**config.mk**
```make
export PLATFORM = sky130hd
export DESIGN_NAME = reorder_buffer
export DESIGN_NICKNAME = d
export VERILOG_FILES = /design/src/rtl/reorder_buffer_pkg.sv /design/src/rtl/reorder_buffer_retire_select.sv /design/src/rtl/reorder_buffer.sv
export SDC_FILE = /design/constraint.sdc
export NUM_CORES = 2
export LEC_CHECK = 0
export ABC_AREA = 0
export BUFFER_PORTS_ARGS = -buffer_cell sky130_fd_sc_hd__buf_2
export CORE_MARGIN = 2
export CORE_UTILIZATION = 30
export CTS_CLUSTER_DIAMETER = 200
export DETAILED_ROUTE_END_ITERATION = 16
export SLEW_MARGIN = 20
export SYNTH_ARGS = -nofsm -noshare
export SYNTH_HDL_FRONTEND = slang
export SYNTH_SLANG_ARGS = --single-unit
```
**constraint.sdc**
```tcl
create_clock -name i_clk -period 7.8 [get_ports i_clk]
set_input_delay 0.39 -clock i_clk [delete_from_list [all_inputs] [get_ports i_clk]]
set_output_delay 0.39 -clock i_clk [all_outputs]
set_load 0.02 [all_outputs]
```
**src/rtl/reorder_buffer_pkg.sv**
```systemverilog
// Shared types for the reorder buffer: entry payload, entry status bits and
// default geometry.
package Types;

    localparam int DEFAULT_DEPTH  = 16;
    localparam int DEFAULT_WIDTH  = 2;
    localparam int DEFAULT_N_CMPL = 3;
    localparam int AREG_W         = 5;
    localparam int PREG_W         = 6;

    typedef logic [31:0] word_t;

    typedef struct packed {
        logic              has_dest;
        logic [AREG_W-1:0] areg;
        logic [PREG_W-1:0] preg;
        logic [PREG_W-1:0] old_preg;
        word_t             pc;
    } rob_row_struct;

    typedef struct packed {
        logic valid;
        logic done;
        logic exc;
    } rob_state_struct;

    localparam rob_state_struct STATE_ALLOC = '{valid: 1'b1, done: 1'b0, exc: 1'b0};

endpackage

```
**src/rtl/reorder_buffer_retire_select.sv**
```systemverilog
// In-order retire window: a lane may retire only if it and every older lane
// in the window are valid, done and fault-free.
module rob_retire_select
    import Types::*;
#(
    parameter int WIDTH = DEFAULT_WIDTH
) (
    input  rob_state_struct win         [WIDTH],
    output logic            retire_mask [WIDTH],
    output logic            exc
);

    logic ok;

    // NOTE: blocking assignments inside always_comb; ok is a running prefix
    // that each iteration must see updated immediately.
    always_comb begin
        ok = 1'b1;
        for (int k = 0; k < WIDTH; k++) begin
            ok             = ok & win[k].valid & win[k].done & ~win[k].exc;
            retire_mask[k] = ok;
        end
        exc = win[0].valid & win[0].done & win[0].exc;
    end

endmodule

```
**src/rtl/reorder_buffer.sv**
```systemverilog
// Circular reorder buffer: multi-lane in-order allocate and retire,
// out-of-order completion, self-flush when a faulting entry reaches head.
module reorder_buffer
    import Types::*;
#(
    parameter int DEPTH  = DEFAULT_DEPTH,
    parameter int WIDTH  = DEFAULT_WIDTH,
    parameter int N_CMPL = DEFAULT_N_CMPL
) (
    input  logic                     i_clk,
    input  logic                     i_rst,
    input  logic                     i_alloc_valid  [WIDTH],
    input  rob_row_struct            i_alloc_row    [WIDTH],
    output logic                     o_alloc_ready,
    output logic [$clog2(DEPTH)-1:0] o_alloc_idx    [WIDTH],
    input  logic                     i_cmpl_valid   [N_CMPL],
    input  logic [$clog2(DEPTH)-1:0] i_cmpl_idx     [N_CMPL],
    input  logic                     i_cmpl_exc     [N_CMPL],
    output logic                     o_retire_valid [WIDTH],
    output rob_row_struct            o_retire_row   [WIDTH],
    output logic                     o_exc,
    output word_t                    o_exc_pc,
    output logic [$clog2(DEPTH):0]   o_count,
    input  logic                     i_flush
);

    localparam int IDX_W = $clog2(DEPTH);
    typedef logic [IDX_W-1:0] idx_t;
    typedef logic [IDX_W:0]   ptr_t;

    ptr_t            head, tail;
    idx_t            head_idx, tail_idx;
    rob_state_struct state [DEPTH];
    rob_row_struct   rows  [DEPTH];

    idx_t            win_idx     [WIDTH];
    rob_state_struct win_state   [WIDTH];
    logic            retire_mask [WIDTH];
    logic            exc_flag;
    ptr_t            n_retire, n_alloc;
    logic [DEPTH-1:0] cmpl_done, cmpl_exc, retire_clr, alloc_set;

    assign head_idx = head[IDX_W-1:0];
    assign tail_idx = tail[IDX_W-1:0];
    assign o_count  = tail - head;

    always_comb begin
        n_retire = '0;
        for (int k = 0; k < WIDTH; k++) begin
            win_idx[k]        = head_idx + idx_t'(k);
            win_state[k]      = state[win_idx[k]];
            o_retire_row[k]   = rows[win_idx[k]];
            o_retire_valid[k] = retire_mask[k];
            if (retire_mask[k]) n_retire = n_retire + ptr_t'(1);
        end
    end

    rob_retire_select #(.WIDTH(WIDTH)) u_select (
        .win         (win_state),
        .retire_mask (retire_mask),
        .exc         (exc_flag)
    );

    assign o_exc    = exc_flag;
    assign o_exc_pc = exc_flag ? rows[head_idx].pc : '0;

    // Slots vacated by this cycle's retirement count as free, so a full ROB
    // can still accept a group while it drains.
    assign o_alloc_ready = (int'(DEPTH) - int'(o_count) + int'(n_retire)) >= WIDTH;

    always_comb begin
        n_alloc = '0;
        for (int k = 0; k < WIDTH; k++) begin
            o_alloc_idx[k] = tail_idx + n_alloc[IDX_W-1:0];
            if (i_alloc_valid[k]) n_alloc = n_alloc + ptr_t'(1);
        end
    end

    // NOTE: every per-entry strobe gets its default before the loops so the
    // conditional writes below cannot infer latches.
    always_comb begin
        cmpl_done  = '0;
        cmpl_exc   = '0;
        retire_clr = '0;
        alloc_set  = '0;
        for (int c = 0; c < N_CMPL; c++) begin
            if (i_cmpl_valid[c]) begin
                cmpl_done[i_cmpl_idx[c]] = 1'b1;
                cmpl_exc[i_cmpl_idx[c]]  = cmpl_exc[i_cmpl_idx[c]] | i_cmpl_exc[c];
            end
        end
        for (int k = 0; k < WIDTH; k++) begin
            if (retire_mask[k]) retire_clr[win_idx[k]] = 1'b1;
            if (o_alloc_ready && i_alloc_valid[k]) alloc_set[o_alloc_idx[k]] = 1'b1;
        end
    end

    // Reallocation of a slot retiring in the same cycle wins over its clear.
    always_ff @(posedge i_clk) begin
        if (i_rst || i_flush || exc_flag) begin
            head <= '0;
            tail <= '0;
            for (int i = 0; i < DEPTH; i++) state[i] <= '0;
        end else begin
            head <= head + n_retire;
            tail <= tail + (o_alloc_ready ? n_alloc : '0);
            for (int i = 0; i < DEPTH; i++) begin
                if (alloc_set[i]) begin
                    state[i] <= STATE_ALLOC;
                end else if (retire_clr[i]) begin
                    state[i] <= '0;
                end else if (state[i].valid && cmpl_done[i]) begin
                    state[i].done <= 1'b1;
                    state[i].exc  <= state[i].exc | cmpl_exc[i];
                end
            end
        end
    end

    // NOTE: payload storage is deliberately not reset; its contents are only
    // observed through entries whose valid bit is set.
    always_ff @(posedge i_clk) begin
        for (int k = 0; k < WIDTH; k++) begin
            if (o_alloc_ready && i_alloc_valid[k]) rows[o_alloc_idx[k]] <= i_alloc_row[k];
        end
    end

endmodule

```
# Word level (Yosys, flattened, before mapping)
# Memory sizes are Yosys's and may differ from the RTL's. A register that Yosys moved wholly into a read port is not among the register bits.
# Cells that the tools add are included.
dict set report totals {
  word_cells 453
  mem_count 3
  latchBits 0
  in_bits 123
  ramBits 848
  ff_bits 10
  mem_bits_ro 16
}
# name words word_bits rd rd_clocked_by_memory_dff write_ports line
set mem_list {}
lappend mem_list {rows 16 50 2 1 2 reorder_buffer.sv:34} ;# rob_row_struct rows [DEPTH];
lappend mem_list {state 16 3 18 1 16 reorder_buffer.sv:33} ;# rob_state_struct state [DEPTH];
lappend mem_list {{(no name shown)} 16 1 1 0 0 reorder_buffer.sv:89} ;# cmpl_exc[i_cmpl_idx[c]] = cmpl_exc[i_cmpl_idx[c]] | i_cmpl_exc[c];
dict set report classes {
  n_addsub 9
  div 0
  eq_ne 0
  mux 301
  shifts 0
  bitwise 96
  n_mul 0
  n_reduce_logical 27
  magnitude_cmp 15
}
# op count
set ops {}
lappend ops {{2-to-1 mux 1 bit} 242}
lappend ops {{2-to-1 mux 16 bit} 10}
lappend ops {{2-to-1 mux 3 bit} 32}
lappend ops {{bitwise OR 1 bit} 83}
lappend ops {{bitwise OR 16 bit} 4}
lappend ops {{less-than comparator 4 x 5 -> 1 bit (second input constant)} 7}
lappend ops {{bitwise mux 16 bit} 2}
lappend ops {{2-to-1 mux 32 bit} 1}
lappend ops {{demux 1 bit (select 4 bit)} 7}
lappend ops {{greater-or-equal comparator 4 x 1 -> 1 bit (second input constant)} 7}
lappend ops {{logical AND 1 bit} 25}
lappend ops {{bitwise AND 16 bit} 1}
lappend ops {{2-to-1 mux 5 bit} 3}
lappend ops {{adder 5 x 1 -> 5 bit (second input constant)} 2}
lappend ops {{adder 5 bit} 2}
lappend ops {{binary-select mux 1 bit (select 4 bit)} 2}
lappend ops {{2-to-1 mux 4 bit} 2}
lappend ops {{adder 6 x 6 -> 7 bit} 1}
lappend ops {{greater-or-equal comparator 7 x 3 -> 1 bit (second input constant)} 1}
lappend ops {{bitwise AND 1 bit} 6}
lappend ops {{subtractor 5 x 5 -> 6 bit (first input constant)} 1}
lappend ops {{subtractor 5 bit} 1}
lappend ops {{adder 4 x 1 -> 4 bit (second input constant)} 1}
lappend ops {{adder 4 bit} 1}
lappend ops {{other kinds (2)} 4}

# Longest topological paths before layout
dict set report logic_depth {
  ltp_word 18
  ltp_mapped 28
}

# Modules after synthesis
# From an unflattened synthesis, not the netlist that was laid out.
dict set report hier_totals {
  cells_unflattened 3100
  hier_area_um2 53641.4
}
# mod seq_area_each_um2 area_each_um2 cells_each n_inst
set modules_own_cells {}
lappend modules_own_cells {reorder_buffer 25664.6 53602.7 3094 1}
lappend modules_own_cells {rob_retire_select 0.0 38.8 6 1}

# Worst setup path before layout
# OpenSTA, ideal clock, no wires.
dict set report synth_path {
  path_kind {reg-to-reg}
  from {reg head[1]}
  to {mem state[8][2] (netlist bit), enable pin}
  setup_time_ns 0.303
  path_stages_with_launch 22
  setup_slack_ns 0.212
  n_path_buf 5
  arrival_time_ns 7.285
  t_required_ns 7.497
  cell_sequence {dfxtp_1 -> buf_2 -> buf_6 -> inv_1 -> ha_1 -> buf_2 -> clkbuf_1 -> or3_1 -> a31oi_1 -> nand2_1 -> and3_1 -> nor2_1 -> ha_1 -> ha_1 -> inv_1 -> fa_1 -> nor2b_1 -> o32ai_1 -> nand3_1 -> buf_2 -> a31oi_1 -> or2_2}
}
# element line
set synth_rtl {}
lappend synth_rtl {{start, declared} reorder_buffer.sv:31} ;# ptr_t head, tail;
lappend synth_rtl {{start signal, assigned} reorder_buffer.sv:105} ;# head <= head + n_retire;
lappend synth_rtl {{end, declared} reorder_buffer.sv:33}

# Worst setup path in the final report
dict set report layout_path {
  from {reg head[3]}
  to {out o_alloc_ready}
}
dict set report layout_between {
  elab_chain_cells 8
}
# element line
set layout_rtl {}
lappend layout_rtl {{adder 4 x 1 -> 4 bit} reorder_buffer.sv:50} ;# win_idx[k] = head_idx + idx_t'(k);
lappend layout_rtl {{memory (16 x 3 bit)} --}
lappend layout_rtl {{bitwise AND 1 bit (3 in series)} reorder_buffer_retire_select.sv:20} ;# ok = ok & win[k].valid & win[k].done & ~win[k].exc;
lappend layout_rtl {{2-to-1 mux 5 bit} reorder_buffer.sv:54} ;# if (retire_mask[k]) n_retire = n_retire + ptr_t'(1);
lappend layout_rtl {{adder 6 x 6 -> 7 bit (*)} reorder_buffer.sv:69} ;# assign o_alloc_ready = (int'(DEPTH) - int'(o_count) + int'(n_retire)) >= WIDTH;
lappend layout_rtl {{greater-or-equal comparator 7 x 3 -> 1 bit (*)} reorder_buffer.sv:69}
lappend layout_rtl {{end, declared} reorder_buffer.sv:14} ;# output logic o_alloc_ready,
# Every way passes the cells marked *; elsewhere a longest branch is shown, timed or not.

==> summary.txt <==
Setup path
  – Critical path required time: 7.41 ns
  – Crit path max-delay family: simple AND/OR/NAND/NOR gates
  – Buf/Inv on CP: 6
  – Slowest stage delay, CP: 0.73 ns
  – Setup CP Type: reg -> out
  – Worst Reg2Reg Path Length in Cells: 19
  – Number of cells on the critical path: 19
  – Worst Setup End Kind: output port
  – CP arrival: 6.39 ns
  – CP Max Fanout: 19
  – Critical path's slowest cell: nor3_1
  – CP Launch Type: register
  – CP Cell Sequence: buf_4, nand4b_1, o31ai_1, o32ai_1, nand4bb_1, inv_2, nand2_1, nor2_1, ha_1, ha_1, inv_1, fa_1, nor2b_1, o32ai_1, and3_1, buf_4, nor3_1, inv_1, buf_2
  – Reg2reg setup slack: 1.05 ns

Floorplan
  – Io pins: 272
  – Die ar.: 177000 µm²
  – Core ar.: 172000 µm²
  – DIE HEIGHT: 421 µm
  – Die Wd: 421 µm
  – Initial Utilization: 0.303
  – Cell Rows: 152

Timing
  – Fmax: 0.148 GHz
  – RSZ-0062 raised after global routing: no
  – Worst Tran Pin Value: 1.19 ns
  – Final setup margin: 1.02 ns
  – Tcrit/Tclk final: 0.869
  – Slew HR: 0.208
  – Count of final hold-check violations: 0
  – Setup violators final: 0
  – Final min period: 6.78 ns
  – Skew final: 0.0374 ns
  – Setup TNS Final: 0 ns
  – Final Max Tran Viols: 0

Yosys
  – Post-synth EDFFs: 848
  – FF+latch count, synth: 858
  – Largest area contributor in the netlist: edfxtp_1
  – Synthesis Warnings: 0
  – Synth top area cells: edfxtp_1 49%, mux4_2 22%, mux2_1 16%, mux2_2 1.4%, clkbuf_1 1.3%
  – Syn nets: 3346
  – Post-synth cell types: 81
  – Syn Area/Cell: 16.3 µm²
  – Mapped cell area: 52100 µm²
  – FFs w/ async S/R, synth: 0
  – Area fraction of the dominant cell type after synthesis: 0.489
  – Post-Syn Instances: 3197
  – Synth Flop Type: edfxtp_1
  – Sequential area share after synthesis: 0.492

Finish
  – Finished Layout Cells: 5686
  – Share of post-route cells with drive strength above 1: 0.328
  – Layout Utilization: 0.341
  – Final nets: 3434
  – Number of fill cells: 16500
  – Area grow syn2layout: 12.5%
  – Post-route cell area: 58700 µm²

Clock network
  – Setup Buffers After CTS: 0
  – Bufs on Longest Clock Path: 3
  – Cts hold-fix bufs: 0
  – Worst-path clk slew: 0.07 ns
  – H-Tree Depth: 3
  – Root Driver: clkbuf_16
  – CTS tree: built
  – Post-cts sizing count: 0
  – Worst-Skew Late Latency: 0.70 ns
  – Inserted Clock Buffers: 91
  – CTS Sinks: 858

Global routing
  – Vias in the first global route: 32800
  – Gr ovfl total: 0
  – First-pass GRT wire length: 246000 µm
  – Largest net degree at the start of global routing: 133
  – Total GRT Usage: 0.192
  – Initial antenna violation count: 45

Place
  – Placement Cell Area: 55700 µm²
  – Setup WS pre-CTS: 1.18 ns
  – I/O Buffers: 271
  – Placed Cells: 5502
  – Post-DP HPWL: 104000 µm
  – GPL Wtd Cong: 0.909

Detailed routing
  – DR vias/cell: 5.75
  – Initial drt markers: 3242
  – Vias: 32700
  – Post-route ant nets: 0
  – Drt first pass iters: 5
  – WL per Instance: 30.4 µm
  – Remaining DRCs: 0
  – Final WL: 173000 µm

Run status
  – Status: complete, no violations

Flow run
  – Max-cap violations: 0

Power and ir drop
  – Leakage Power: 18.3 nW
  – Worst VDD drop: 0.245 mV
  – Pwr per Cell Area: 215 nW/µm²

Hold path
  – Hold path cells: 2
  – Hold Crit Class: in -> reg
-- placed cells by master (no fill, tap or decap), types with 16 or more instances in the layout --
cell type and instances:
nor3_1 52, clkinv_1 24, buf_2 271, nand3_1 35, edfxtp_1 848, and2_1 41, nor2_1 92, clkbuf_1 18
ha_1 21, nand2_1 60, clkbuf_16 93, mux2_2 66, o21ai_0 23, mux4_2 501, a21oi_1 31, buf_4 55
inv_1 23, buf_12 16, diode_2 18, mux2_1 738, nand3b_1 19
-- layer usage --
| layer | GRT usage | up-vias | part of all wire |
|---|---|---|---|
| met5 | 0 | - | 0.00065 |
| met4 | 0.0855 | 18 | 0.040 |
| met3 | 0.0244 | 336 | 0.060 |
| met2 | 0.327 | 1423 | 0.50 |
| met1 | 0.244 | 17500 | 0.40 |
| li1 | - | 13400 | - |
-- registers in the layout, summed over array words and instances (netlist names) --
name,count
tail,5
state,48
rows,800
head,5
-- stage by stage --
stage | total power [mW] | hold WS, ns
2_1_floorplan | 7.24 | 0.498
3_3_place_gp | 8.31 | 0.522
3_5_place_dp | 8.33 | 0.527
4_1_cts | 12.7 | 0.138
5_1_grt | 13.0 | 0.207
6_report | 12.6 | 0.199
-- power breakdown --
part | switching [mW] | total, mW | internal (mW)
Combinational | 1.64 | 2.63 | 0.985
Clock | 1.92 | 4.40 | 2.48
Sequential | 0.143 | 5.58 | 5.44
-- synthesized netlist by cell type, types with 11 or more instances --
| cell | number |
|---|---|
| o21ai_0 | 23 |
| a21oi_1 | 31 |
| buf_4 | 64 |
| inv_1 | 27 |
| edfxtp_1 | 848 |
| nor2_1 | 92 |
| nand3b_1 | 19 |
| inv_2 | 11 |
| ha_1 | 22 |
| and2_1 | 41 |
| nor3_1 | 52 |
| a211oi_1 | 11 |
| buf_2 | 57 |
| clkbuf_1 | 184 |
| o22ai_1 | 14 |
| a31oi_1 | 11 |
| nand4b_1 | 11 |
| mux4_2 | 501 |
| mux2_1 | 738 |
| nand3_1 | 35 |
| nand2b_1 | 13 |
| mux2_2 | 66 |
| nand2_1 | 62 |
| buf_1 | 41 |
| xnor2_1 | 15 |
-- final timing paths --
kind,to,start
max,o_alloc_ready,head[3]
min,rows[9][38],i_alloc_row[38]
max reg2reg,rows[15][43],head[3]
min reg2reg,tail[4],tail[4]
-- cell type report --
class | count | area, µm² | area share
multi-input cells | 1953 | 24800 | 0.423
repair buffers | 342 | 2090 | 0.0356
clock inverters | 55 | 537 | 0.00915
well taps | 2310 | 2890 | 0.0493
flip-flops and latches | 858 | 25700 | 0.438
inverters | 39 | 181 | 0.00309
diodes | 18 | 45.0 | 0.000768
clock buffers | 111 | 2390 | 0.0408
-- logic make-up after synthesis --
| family | after synthesis | share of synthesized area |
|---|---|---|
| AO/OA/AOI/OAI | 204 | 0.0319 |
| XOR/XNOR | 24 | 0.00432 |
| adder cells (fa/ha/maj) | 26 | 0.00682 |
| buffers and inverters | 386 | 0.0339 |
| flip-flops | 858 | 0.492 |
| multiplexers | 1315 | 0.392 |
| AND/OR/NAND/NOR | 384 | 0.0386 |
Power figures use the tool's default switching activity.
